===== config.mk =====
export PLATFORM = sky130hd
export DESIGN_NAME = ahb_arbiter
export DESIGN_NICKNAME = d
export VERILOG_FILES = /design/src/rtl/ahb_pkg.sv /design/src/rtl/ahb_rr_pick.sv /design/src/rtl/ahb_arbiter.sv
export SDC_FILE = /design/constraint.sdc
export NUM_CORES = 1
export LEC_CHECK = 0
export CAP_MARGIN = 10
export CORE_ASPECT_RATIO = 1.2
export CORE_MARGIN = 10
export CORE_UTILIZATION = 46
export CTS_CLUSTER_SIZE = 16
export DETAILED_ROUTE_END_ITERATION = 8
export PLACE_DENSITY_LB_ADDON = 0.2
export SLEW_MARGIN = 25
export SYNTH_ARGS = -nofsm -noshare
export SYNTH_HDL_FRONTEND = slang
export SYNTH_SLANG_ARGS = --single-unit

===== constraint.sdc =====
create_clock -name i_hclk -period 2.8 [get_ports i_hclk]
set_input_delay 0.42 -clock i_hclk [delete_from_list [all_inputs] [get_ports i_hclk]]
set_output_delay 0.42 -clock i_hclk [all_outputs]
set_load 0.01 [all_outputs]

===== src/rtl/ahb_pkg.sv =====
// Shared AHB encodings and the arbiter state type used by the bus arbiter slice.
package ahb_pkg;

    localparam logic [1:0] HTRANS_IDLE   = 2'b00;
    localparam logic [1:0] HTRANS_BUSY   = 2'b01;
    localparam logic [1:0] HTRANS_NONSEQ = 2'b10;
    localparam logic [1:0] HTRANS_SEQ    = 2'b11;

    localparam logic [1:0] HBURST_SINGLE = 2'b00;
    localparam logic [1:0] HBURST_INCR   = 2'b01;
    localparam logic [1:0] HBURST_INCR4  = 2'b10;
    localparam logic [1:0] HBURST_INCR8  = 2'b11;

    localparam logic [1:0] HRESP_OKAY    = 2'b00;
    localparam logic [1:0] HRESP_ERROR   = 2'b01;
    localparam logic [1:0] HRESP_RETRY   = 2'b10;
    localparam logic [1:0] HRESP_SPLIT   = 2'b11;

    typedef enum logic [1:0] {
        ST_ARB    = 2'd0,
        ST_BURST  = 2'd1,
        ST_LOCKED = 2'd2
    } arb_state_e;

endpackage


===== src/rtl/ahb_rr_pick.sv =====
// Combinational round-robin picker: first requester at or after the start pointer wins.
module ahb_rr_pick #(
    parameter int N  = 4,
    parameter int MW = $clog2(N)
) (
    input  logic [N-1:0]  req,
    input  logic [MW-1:0] start,
    output logic [N-1:0]  gnt,
    output logic [MW-1:0] idx,
    output logic          vld
);

    int unsigned k;
    logic [MW-1:0] kk;

    always_comb begin
        gnt = '0;
        idx = '0;
        vld = 1'b0;
        k   = 0;
        kk  = '0;
        for (int unsigned i = 0; i < N; i++) begin
            // Modulo on the full-width sum keeps non-power-of-2 N from producing indices >= N.
            k  = (32'(start) + i) % N;
            kk = MW'(k);
            if (!vld && req[kk]) begin
                vld     = 1'b1;
                gnt[kk] = 1'b1;
                idx     = kk;
            end
        end
    end

endmodule


===== src/rtl/ahb_arbiter.sv =====
// Multi-master AHB arbiter: round-robin grant, held across locked sequences and fixed bursts.
module ahb_arbiter
    import ahb_pkg::*;
#(
    parameter int NUM_MASTERS    = 4,
    parameter int MW             = $clog2(NUM_MASTERS),
    parameter int DEFAULT_MASTER = 0
) (
    input  logic                   i_hclk,
    input  logic                   i_hreset_n,
    input  logic [NUM_MASTERS-1:0] i_hbusreq,
    input  logic [NUM_MASTERS-1:0] i_hlock,
    input  logic [1:0]             i_htrans,
    input  logic [1:0]             i_hburst,
    input  logic                   i_hready,
    input  logic [1:0]             i_hresp,
    output logic [NUM_MASTERS-1:0] o_hgrant,
    output logic [MW-1:0]          o_hmaster,
    output logic [MW-1:0]          o_hmaster_data,
    output logic                   o_hmastlock
);

    localparam logic [NUM_MASTERS-1:0] DEF_GNT = NUM_MASTERS'(1) << DEFAULT_MASTER;
    localparam logic [MW-1:0] DEF_IDX = MW'(DEFAULT_MASTER);
    localparam logic [MW-1:0] PTR_RST = MW'((DEFAULT_MASTER + 1) % NUM_MASTERS);
    localparam logic [MW-1:0] LAST_IDX = MW'(NUM_MASTERS - 1);

    arb_state_e state, state_n;
    logic [2:0] cnt, cnt_n;
    logic [MW-1:0] ptr;
    logic [MW-1:0] gidx;
    logic lock_own;
    logic resp_abort;
    logic grant_upd;

    logic [NUM_MASTERS-1:0] pick_gnt;
    logic [MW-1:0] pick_idx;
    logic pick_vld;

    ahb_rr_pick #(
        .N  (NUM_MASTERS),
        .MW (MW)
    ) u_pick (
        .req   (i_hbusreq),
        .start (ptr),
        .gnt   (pick_gnt),
        .idx   (pick_idx),
        .vld   (pick_vld)
    );

    always_comb begin
        gidx = '0;
        for (int unsigned i = 0; i < NUM_MASTERS; i++) begin
            if (o_hgrant[i]) gidx = MW'(i);
        end
    end

    assign lock_own   = i_hlock[gidx];
    assign resp_abort = !i_hready && (i_hresp != HRESP_OKAY) && (state != ST_LOCKED);

    always_comb begin
        cnt_n = cnt;
        if (i_hready) begin
            if (i_htrans == HTRANS_NONSEQ) begin
                case (i_hburst)
                    HBURST_INCR4: cnt_n = 3'd3;
                    HBURST_INCR8: cnt_n = 3'd7;
                    default:      cnt_n = 3'd0;
                endcase
            end else if (i_htrans == HTRANS_SEQ && cnt != 3'd0) begin
                cnt_n = cnt - 3'd1;
            end
        end

        // Lock has priority over a burst load; an error response aborts any unlocked burst.
        if (lock_own)          state_n = ST_LOCKED;
        else if (cnt_n != '0)  state_n = ST_BURST;
        else                   state_n = ST_ARB;

        if (resp_abort) begin
            cnt_n   = '0;
            state_n = ST_ARB;
        end
    end

    // Re-arbitrate only when the bus stays free across this edge, so a burst or lock
    // starting now keeps its owner.
    assign grant_upd = i_hready && (state == ST_ARB) && (state_n == ST_ARB);

    always_ff @(posedge i_hclk or negedge i_hreset_n) begin
        if (!i_hreset_n) begin
            state <= ST_ARB;
            cnt   <= '0;
        end else begin
            state <= state_n;
            cnt   <= cnt_n;
        end
    end

    always_ff @(posedge i_hclk or negedge i_hreset_n) begin
        if (!i_hreset_n) begin
            o_hgrant       <= DEF_GNT;
            ptr            <= PTR_RST;
            o_hmaster      <= DEF_IDX;
            o_hmaster_data <= DEF_IDX;
            o_hmastlock    <= 1'b0;
        end else begin
            if (grant_upd) begin
                if (pick_vld) begin
                    o_hgrant <= pick_gnt;
                    ptr      <= (pick_idx == LAST_IDX) ? '0 : pick_idx + 1'b1;
                end else begin
                    o_hgrant <= DEF_GNT;
                    ptr      <= PTR_RST;
                end
            end
            if (i_hready) begin
                o_hmaster      <= gidx;
                o_hmaster_data <= o_hmaster;
                o_hmastlock    <= lock_own;
            end
        end
    end

endmodule


# Word-level counts from Yosys, hierarchy flattened
# Cells that the tools add are included.
# totals
reg_bits,16
output_inout_bits,9
in_bits,17
# op_classes
n_lt_le_gt_ge,9
n_bitwise,3
n_eq_ne,6
addsub,5
n_mux,44
reduce_logical,21
# op_table
op,n
two-way mux 2 bit,10
two-way mux 4 bit,5
less-than comparator 2 x 3 -> 1 bit (second input constant),5
two-way mux 1 bit,15
logical AND 1 bit,12
two-way mux 3 bit,4
OR 4 bit,3
binary-select mux 1 bit (select 2 bit),5
== test 2 bit (second input constant),5
demux 1 bit (select 2 bit),4
>= comparator 2 x 1 -> 1 bit (second input constant),4
case mux 3 bit (2 select lines),1
nonzero test 3 bit,2
adder 2 x 1 -> 2 bit (second input constant),2
adder 2 bit (second input constant),2
logical NOT 1 bit,4
logical NOT 2 bit,2
subtractor 3 x 1 -> 3 bit (second input constant),1
inequality test 2 bit (second input constant),1
nonzero test 2 bit,1

# Longest topological paths before layout
# Gate-level depths: netlist of run 1.
# logic_depth
ltp_word,15
depth_mapped,10
depth_no_buf,9

# By module
# A second synthesis of run 1 with hierarchy kept.
# unflattened
cells_unflattened,133
hier_area_um2,1295.0
# modules_own_cells
mod,cells_per_inst,area_per_inst_um2,n_inst
ahb_arbiter,88,875.8,1
ahb_rr_pick,45,419.2,1

# Worst setup path after synthesis of run 1
# No wires, ideal clock.
# synth_timing
path_type,register to register
start,register ptr[0]
end,register ptr[1]
slack_ns,-0.127
setup_time_ns,0.126
path_stages_with_launch,11
synth_period_minus_slack_ns,2.927
t_arrival_ns,2.801
cell_sequence,dfstp_2 > buf_6 > clkbuf_1 > inv_1 > ha_1 > mux4_2 > nor3_4 > nand2_1 > a32oi_1 > xor2_1 > mux2i_1
# synth_via
elab_chain_len,15
elab_cells_between_ends,29
cone_classes,add/sub (4); eq/ne (1); mux (18); reduce/logical (6)
# synth_lines
element,line,rtl
"start, declared",ahb_arbiter.sv:30,logic [MW-1:0] ptr;
"start signal, assigned",ahb_arbiter.sv:111,ptr <= (pick_idx == LAST_IDX) ? '0 : pick_idx + 1'b1;
branches (longest 14 deep; another with adder 2 x 1 -> 2 bit),n/a,
two-way mux 2 bit (*),ahb_arbiter.sv:109,if (pick_vld) begin
# Mark *: on every way between the ends. The select of a mux whose other input is x is not followed.
# A chain may end at the register's enable or synchronous reset.

# Worst setup path in the final report of run 1
# Same ends and word-level chain as after synthesis.

==> metrics, run 1 <==
Sw Ratio=a little over two fifths; vias per cell=~5.5; maxcap violations=0; largest net degree at the start of global routing=18; Net Sw Power=approximately 0.00069 W; Pwr Density=between 1000 and 1500 nW/um2; Placement Setup Slack=around 0.15 ns; CP arrival=2.74 ns; final WL=between 2 and 3 mm; clk slew on worst S/H paths=about 0.090 ns; worst skew pair latency=about 0.28 ns; hold crit path type=register to register; CP required=about 3.0 ns; core area=2600 um2; vias in the first global route=about 1,000; post-cts resize count=0; die area=about 5300 um2; share of cells above drive strength 1=~15%; Area Overhead vs Synth=25.6%; CTS Sinks=16; fillcell total=around 230; initial antenna violation count=0; gr ovfl total=0; htree depth=1; Peak Freq=between 300 and 400 MHz; DR iter-0 viols=71; final hold vios=0; setup slack after layout=0.220 ns; area of the multi-input gates=between 800 and 900 um2; Syn Nets=between 150 and 200; Vias=approximately 1,000; peak supply drop=~640 uV; slowest stage cell, crit path=mux4_2; RSZ-0062 raised after global routing=no; post-DP HPWL=approximately 2.3 mm; Routed WL per cell=14.8 um; post-cts hold buffer count=0; Synth warnings=0; register area share after synthesis=a little under a third; die width=68.3 um; Clock Tree Root=clkbuf_4; crit path max fanout=9; number of flops mapped to enable cells by yosys=0; number of synthesized register bits=16; ANT nets after route=0; hold_ws=between 0.5 and 0.6 ns; Die H=around 80 um; register area=just over 400 um2; ys async rst share=100%; GRT Total Usage=between 10% and 20%; first-pass GRT wire length=approximately 4.7 mm; clock period minus worst slack=around 2.6 ns; mapped cell area=between 1000 and 1500 um2; CTS tree=done; Worst setup SP type=register; DR DRC count=0; Syn Inst Count=131; drt first pass iters=4; Most used DFF post-synth=dfrtp_1; Post-Place Cells=186; share of power burned in registers=between 20% and 30%; # IOs=26; status=completed; Pint=0.000965 W; crit end category=register; measured slew at the worst slew-check pin=about 0.7 ns; max-slew violations=0; Max-slew headroom=53.9%; Logic pwr share=roughly two thirds; clock skew=roughly 0.0043 ns; period utilisation layout=roughly 90%; Netlist cell types=between 40 and 50; leakage power=approximately 0.67 nW; Setup Crit Path Kind=register to register; slowest cell delay on critical path=between 0.6 and 0.7 ns; overall power=about 0.0017 W; Crit path max-delay family=multiplexers; final setup TNS=0 ns; Clk pwr share=under 10%; syn_area_per_cell=slightly below 10 um2; diode count=0; nets=between 150 and 200; CP bufs+invs=1; post-CTS setup repair buffer count=0; crit path cell chain=inv_1 > ha_4 > mux4_2 > nor3_4 > nand2_1 > a32oi_1 > xor2_1 > mux2i_1; IO buf count=25; Rows=20; GP Congestion=just under 0.8; setup violators final=0; Num CTS Buffers=3; Starting Density=roughly 49%; worst-case clock buffer depth=2; Post-Layout Cell Count=190
==> final timing paths <==
kind | startpoint | to | slack [ns] | cells after the start
worst max-delay path | ptr[0]$_DFFE_PN1P_ | ptr[1]$_DFFE_PN0P_ | 0.22 | 8
worst min-delay path | o_hmaster_data[1]$_DFFE_PN0P_ | o_hmaster_data[1]$_DFFE_PN0P_ | 0.51 | 1
worst min register to register | o_hmaster_data[1]$_DFFE_PN0P_ | o_hmaster_data[1]$_DFFE_PN0P_ | 0.51 | 1
min in group asynchronous | i_hreset_n | cnt[2]$_DFF_PN0_ | 0.55 | 1
max in group asynchronous | i_hreset_n | o_hmaster[0]$_DFFE_PN0P_ | 1.81 | 1
worst max register to register | ptr[0]$_DFFE_PN1P_ | ptr[1]$_DFFE_PN0P_ | 0.22 | 8
==> cells in the final DEF, fill, tap and decap left out, types with 4 or more instances in the layout <==
cell and n:
clkdlybuf4s50_1 25, dfrtp_1 14, inv_1 11, nor2_1 9
ha_1 9, a21oi_1 8, nand2_1 7, a22oi_1 6
nor2b_1 5, mux2_2 5, buf_4 5, o21ai_0 4
mux2i_1 4, mux2_1 4
==> synthesized netlist by cell type (4+ instances only) <==
master   instances  area [um2]
nor2_1           9        33.8
mux2_2           5        56.3
a22oi_1          6        45.0
dfrtp_1         14         350
mux2i_1          4        40.0
o21ai_0          4        20.0
inv_1           11        41.3
mux2_1           4        45.0
nand2_1          7        26.3
a21oi_1          8        40.0
ha_1            10         125
nor2b_1          5        31.3
==> registers in the layout (all words and copies together) (netlist names) <==
| name | flops |
|---|---|
| cnt | 3 |
| o_hgrant | 4 |
| o_hmaster | 2 |
| o_hmaster_data | 2 |
| o_hmastlock | 1 |
| ptr | 2 |
| state | 2 |
==> area by class of cell <==
type | count | area share (%)
repair buffers | 30 | 17.8
well taps | 33 | 2.55
clock buffers | 4 | 2.24
flip-flops and latches | 16 | 24.9
multi-input cells | 96 | 49.9
inverters | 11 | 2.55
==> through the flow <==
step                util, %  cell area (um2)
global placement       60.7             1580
finish                 62.1             1620
global route           62.1             1620
floorplan                 -             1300
CTS                    62.1             1620
detailed placement     60.7             1580
==> per-layer routing <==
| metal | wire length, um | GRT usage (%) |
|---|---|---|
| met5 | 0 | 0 |
| met4 | 0 | 2.42 |
| met3 | 137 | 3.02 |
| met2 | 1400 | 17.4 |
| met1 | 1270 | 13.7 |
==> power groups by stage <==
stage / Clock (W) / Sequential [W] / Combinational [W]
2_1_floorplan: 0 / 0.000437 / 0.000765
3_3_place_gp: 0 / 0.000407 / 0.00107
3_5_place_dp: 0 / 0.000408 / 0.00110
4_1_cts: 0.000153 / 0.000405 / 0.00111
5_1_grt: 0.000167 / 0.000420 / 0.00121
6_report: 0.000147 / 0.000404 / 0.00111
==> kinds of logic after synthesis <==
| kind of cell | after synthesis | synth area share (%) |
|---|---|---|
| simple gates | 35 | 15.4 |
| compound gates | 33 | 17.7 |
| buf+inv | 19 | 7.00 |
| mux | 17 | 18.3 |
| flops | 16 | 31.3 |
| fa+ha+maj | 10 | 9.72 |
| xor+xnor | 1 | 0.680 |
Note: power is estimated with default switching activity, not from simulation.
==> run 2, diff against run 1 <==
--- a/config.mk
+++ b/config.mk
@@ -6,7 +6,7 @@
 export NUM_CORES = 1
 export LEC_CHECK = 0
 export CAP_MARGIN = 10
-export CORE_ASPECT_RATIO = 1.2
+export CORE_ASPECT_RATIO = 1.5
 export CORE_MARGIN = 10
 export CORE_UTILIZATION = 46
 export CTS_CLUSTER_SIZE = 16
==> metrics, run 2 (same netlist as run 1, synthesis figures left out) <==
status=completed (unchanged); Peak Freq=396 MHz (was 388 MHz); worst-case clock buffer depth=2 (unchanged); overall power=0.00170 W (was 0.00166 W); hold crit path type=register to register (unchanged); Most flops, register=o_hgrant (unchanged); htree depth=1 (unchanged); CTS tree=done (unchanged); die width=63.2 um (was 68.3 um); crit end category=register (unchanged); setup violators final=0 (unchanged); diode count=0 (unchanged); Vias=1,062 (was 1,040); vias in the first global route=1,046 (was 1,036); post-cts hold buffer count=0 (unchanged); DR DRC count=0 (unchanged); die area=5360 um2 (was 5320 um2); slowest stage cell, crit path=mux4_2 (unchanged); maxcap violations=0 (unchanged); Net Sw Power=0.000684 W (was 0.000693 W); clk slew on worst S/H paths=0.06 ns (was 0.09 ns); GRT Total Usage=10.1% (was 10.8%); post-CTS setup repair buffer count=0 (unchanged); largest registers=o_hgrant x4, cnt x3 (unchanged); Area Overhead vs Synth=27.4% (was 25.6%); drt first pass iters=4 (unchanged); final WL=2.80 mm (was 2.82 mm); GP Congestion=0.923 (was 0.789); Clock Tree Root=clkbuf_8 (was clkbuf_4); CP bufs+invs=1 (unchanged); FF-to-FF setup slack=0.28 ns (was 0.22 ns); Die H=84.8 um (was 78.0 um); initial antenna violation count=0 (unchanged); post-layout util=61.3% (was 62.1%); peak supply drop=614 uV (was 642 uV); Routed WL per cell=14.4 um (was 14.8 um); Worst setup SP type=register (unchanged); crit path max fanout=9 (unchanged); largest net degree at the start of global routing=18 (unchanged); nets=185 (unchanged); gr ovfl total=0 (unchanged); max-slew violations=0 (unchanged); Sw Ratio=40.3% (was 41.8%); share of cells above drive strength 1=15.3% (unchanged); most common cell after layout, fill and taps aside=clkdlybuf4s50_1 (unchanged); worst skew pair latency=0.25 ns (was 0.28 ns); fillcell total=235 (was 229); Starting Density=48.1% (was 49.5%); commonest non-fill, non-tap cells in the layout=clkdlybuf4s50_1, dfrtp_1, inv_1 (unchanged); clock skew=0.00157 ns (was 0.00429 ns); CP required=2.93 ns (was 2.96 ns); RSZ-0062 raised after global routing=no (unchanged); vias per cell=5.47 (about the same); final hold vios=0 (unchanged); IO buf count=25 (unchanged); measured slew at the worst slew-check pin=0.708 ns (was 0.690 ns); Setup Crit Path Kind=register to register (unchanged); Clk pwr share=12.0% (was 8.9%); ANT nets after route=0 (unchanged); crit path cell chain=inv_1 > ha_4 > mux4_2 > nor3_4 > nand2_1 > a32oi_1 > xor2_1 > mux2i_1 (unchanged); clock period minus worst slack=2.52 ns (was 2.58 ns); Num CTS Buffers=3 (unchanged); post-DP HPWL=2.30 mm (was 2.31 mm); CTS Sinks=16 (unchanged); Pint=0.00101 W (was 0.000965 W); core area=2680 um2 (was 2600 um2); Max-slew headroom=52.6% (was 53.9%); # IOs=26 (unchanged); final setup TNS=0 ns (unchanged); max FFs per register=4 (unchanged); Logic pwr share=64.1% (was 66.8%); DR iter-0 viols=29 (was 71); period utilisation layout=90.1% (was 92.1%); slowest cell delay on critical path=0.63 ns (about the same); first-pass GRT wire length=4.54 mm (was 4.71 mm); share of power burned in registers=23.9% (was 24.3%); Crit path max-delay family=multiplexers (unchanged); post-cts resize count=0 (unchanged); leakage power=0.679 nW (was 0.671 nW); Rows=23 (was 20); CP arrival=2.65 ns (was 2.74 ns); Pwr Density=1030 nW/um2 (about the same)
-- run 2: cell count changes in the layout (fill, tap and decap cells not counted) --
cell	delta
clkbuf_4	-3
clkbuf_8	+3
-- run 2: final cells by class --
class,instances,area [um2],area share [%]
Multi-Input combinational cell,96,807,49.2
Inverter,11,41.3,2.52
Tap cell,37,46.3,2.82
Clock buffer,4,55.1,3.36
Timing Repair Buffer,30,288,17.5
Sequential cell,16,403,24.6
-- run 2: path summary, 6_finish.rpt --
path	to	from	cells after the start
min reg2reg	o_hmaster_data[0]$_DFFE_PN0P_	o_hmaster_data[0]$_DFFE_PN0P_	1
max in group asynchronous	o_hmaster_data[1]$_DFFE_PN0P_	i_hreset_n	1
min in group asynchronous	o_hmaster_data[0]$_DFFE_PN0P_	i_hreset_n	1
min	o_hmaster_data[0]$_DFFE_PN0P_	o_hmaster_data[0]$_DFFE_PN0P_	1
max	ptr[1]$_DFFE_PN0P_	ptr[0]$_DFFE_PN1P_	8
max reg2reg	ptr[1]$_DFFE_PN0P_	ptr[0]$_DFFE_PN1P_	8
-- run 2: worst register-to-register path: stages, from the launching register on --
cell and delay, ns:
dfstp_2 0.53, inv_1 0.09, ha_4 0.32, mux4_2 0.63, nor3_4 0.29, nand2_1 0.09, a32oi_1 0.19, xor2_1 0.17
mux2i_1 0.09
-- run 2: per-stage QoR --
stage | instance area [um2] | cells | hold WS (ns) | worst slack (ns)
3_3_place_gp | 1590 | 190 | 0.471 | 0.204
6_report | 1640 | 194 | 0.499 | 0.277
4_1_cts | 1640 | 194 | 0.498 | 0.268
5_1_grt | 1640 | 194 | 0.517 | 0.154
2_1_floorplan | 1300 | 131 | 0.124 | 0.0706
3_5_place_dp | 1590 | 190 | 0.482 | 0.179
-- run 2: power groups by stage --
stage	combinational (W)	clock [W]	sequential, W
4_1_cts	0.00110	0.000208	0.000407
3_3_place_gp	0.00107	0	0.000407
6_report	0.00109	0.000204	0.000405
3_5_place_dp	0.00110	0	0.000408
5_1_grt	0.00120	0.000218	0.000419
2_1_floorplan	0.000765	0	0.000437
-- run 2: metal layers --
metal	GRT usage, %	vias up	routed length [um]
met5	0	-	0
met4	4.39	0	33
met3	3.32	4	146
met2	18.5	24	1470
met1	10.1	510	1140
li1	-	524	-
==> run 3, diff against run 2 <==
--- a/config.mk
+++ b/config.mk
@@ -11,7 +11,7 @@
 export CORE_UTILIZATION = 46
 export CTS_CLUSTER_SIZE = 16
 export DETAILED_ROUTE_END_ITERATION = 8
-export PLACE_DENSITY_LB_ADDON = 0.2
+export PLACE_DENSITY = 0.77
 export SLEW_MARGIN = 25
 export SYNTH_ARGS = -nofsm -noshare
 export SYNTH_HDL_FRONTEND = slang
==> metrics, run 3 (same netlist as run 1, synthesis figures left out) <==
Pwr Density=1050 nW/um2 (was 1030 nW/um2); crit path from=ptr[0]$_DFFE_PN1P_ (unchanged); die width=63.2 um (unchanged); worst-case clock buffer depth=2 (unchanged); Starting Density=48.1% (unchanged); initial antenna violation count=0 (unchanged); leakage power=0.669 nW (was 0.679 nW); DR DRC count=0 (unchanged); gr ovfl total=0 (unchanged); Clock Tree Root=clkbuf_8 (unchanged); R2R Path Start=ptr[0]$_DFFE_PN1P_ (unchanged); die area=5360 um2 (unchanged); Worst setup SP type=register (unchanged); setup violators final=0 (unchanged); GP Congestion=0.848 (was 0.923); CP arrival=2.69 ns (was 2.65 ns); clock skew=0.00174 ns (was 0.00157 ns); Cell Area, Placed=1570 um2 (was 1590 um2); peak supply drop=582 uV (was 614 uV); first-pass GRT wire length=4.93 mm (was 4.54 mm); DR iter-0 viols=33 (was 29); ANT nets after route=0 (unchanged); measured slew at the worst slew-check pin=0.691 ns (was 0.708 ns); max-slew violations=0 (unchanged); hold crit path type=register to register (unchanged); drt first pass iters=4 (unchanged); hold_ws=0.488 ns (was 0.499 ns); most common cell after layout, fill and taps aside=clkdlybuf4s50_1 (unchanged); FF-to-FF setup slack=0.23 ns (was 0.28 ns); register area=403 um2 (unchanged); largest registers=o_hgrant x4, cnt x3 (unchanged); post-route cell area=1630 um2 (was 1640 um2); GRT Total Usage=11.0% (was 10.1%); Routed WL per cell=15.0 um (was 14.4 um); Area Overhead vs Synth=26.2% (was 27.4%); maxcap violations=0 (unchanged); clock period minus worst slack=2.57 ns (was 2.52 ns); Placement Setup Slack=0.182 ns (was 0.179 ns); crit path max fanout=9 (unchanged); post-DP HPWL=2.31 mm (was 2.30 mm); post-layout util=60.7% (was 61.3%); vias per cell=5.59 (was 5.47); vias in the first global route=1,110 (was 1,046); Rows=23 (unchanged); post-cts resize count=0 (unchanged); final setup TNS=0 ns (unchanged); status=completed (unchanged); nets=183 (was 185); Peak Freq=389 MHz (was 396 MHz); clk slew on worst S/H paths=0.06 ns (about the same); CTS Sinks=16 (unchanged); IO buf count=25 (unchanged); period utilisation layout=91.7% (was 90.1%); crit end category=register (unchanged); commonest non-fill, non-tap cells in the layout=clkdlybuf4s50_1, dfrtp_1, inv_1 (unchanged); RSZ-0062 raised after global routing=no (unchanged); Die H=84.8 um (unchanged); worst skew pair latency=0.25 ns (about the same); # IOs=26 (unchanged); Num CTS Buffers=3 (unchanged); share of cells above drive strength 1=14.2% (was 15.3%); final hold vios=0 (unchanged); htree depth=1 (unchanged); slowest cell delay on critical path=0.63 ns (about the same); diode count=0 (unchanged); fillcell total=234 (was 235); hold path startpoint=o_hmaster_data[0]$_DFFE_PN0P_ (unchanged); post-CTS setup repair buffer count=0 (unchanged); post-cts hold buffer count=0 (unchanged); CP required=2.92 ns (was 2.93 ns); Max-slew headroom=53.8% (was 52.6%); max FFs per register=4 (unchanged); Vias=1,073 (was 1,062); Most flops, register=o_hgrant (unchanged); final WL=2.88 mm (was 2.80 mm); setup slack after layout=0.231 ns (was 0.277 ns); area of the multi-input gates=807 um2 (unchanged); core area=2680 um2 (unchanged); largest net degree at the start of global routing=18 (unchanged); CTS tree=done (unchanged); slowest stage cell, crit path=mux4_2 (unchanged); crit path cell chain=inv_1 > ha_4 > mux4_2 > nor3_4 > nand2_1 > a32oi_1 > xor2_1 > mux2i_1 (unchanged); Setup Crit Path Kind=register to register (unchanged)
[run 3: cell types whose count changed in the layout (fill, tap and decap cells not counted), sizes merged]
cell	change
buf	-2
[run 3: per-layer routing]
layer	wire, um	global-route usage [%]	share of wire (%)
met5	0	0	0
met4	46	3.19	1.6
met3	161	3.59	5.6
met2	1580	21.2	55
met1	1090	10.6	38
[run 3: worst paths after layout]
| kind | to | cells after the start |
|---|---|---|
| hold / removal | o_hmaster_data[0]$_DFFE_PN0P_ | 1 |
| max in group asynchronous | o_hmaster_data[0]$_DFFE_PN0P_ | 1 |
| hold reg to reg | o_hmaster_data[0]$_DFFE_PN0P_ | 1 |
| setup reg to reg | ptr[1]$_DFFE_PN0P_ | 8 |
| min in group asynchronous | state[0]$_DFF_PN0_ | 1 |
| setup / recovery | ptr[1]$_DFFE_PN0P_ | 8 |
[run 3: cell type report]
| cell class | instances | area share (%) |
|---|---|---|
| clock buffer | 4 | 3.39 |
| inverter | 11 | 2.54 |
| multi-input combinational | 96 | 49.7 |
| sequential | 16 | 24.8 |
| tap | 37 | 2.85 |
| timing repair buffer | 28 | 16.8 |
[run 3: through the flow]
step	std cells	total power, W
5_1_grt	192	0.00187
3_5_place_dp	188	0.00151
3_3_place_gp	188	0.00148
4_1_cts	192	0.00172
2_1_floorplan	131	0.00120
6_report	192	0.00170
[run 3: critical path, delay by kind of cell, from the launching register on]
kind / cells / cell delay [ns]
multiplexers: 2 / 0.72
flip-flops: 1 / 0.52
AND/OR/NAND/NOR: 2 / 0.40
adder cells (fa/ha/maj): 1 / 0.33
AO/OA/AOI/OAI: 1 / 0.20
XOR/XNOR: 1 / 0.17
buffers and inverters: 1 / 0.10
[run 3: power by group]
| group | switching (W) | total [W] | internal (W) |
|---|---|---|---|
| logic | 0.000550 | 0.00110 | 0.000549 |
| registers | 0.0000664 | 0.000404 | 0.000338 |
| clock network | 0.0000759 | 0.000201 | 0.000125 |
| total | 0.000693 | 0.00170 | 0.00101 |
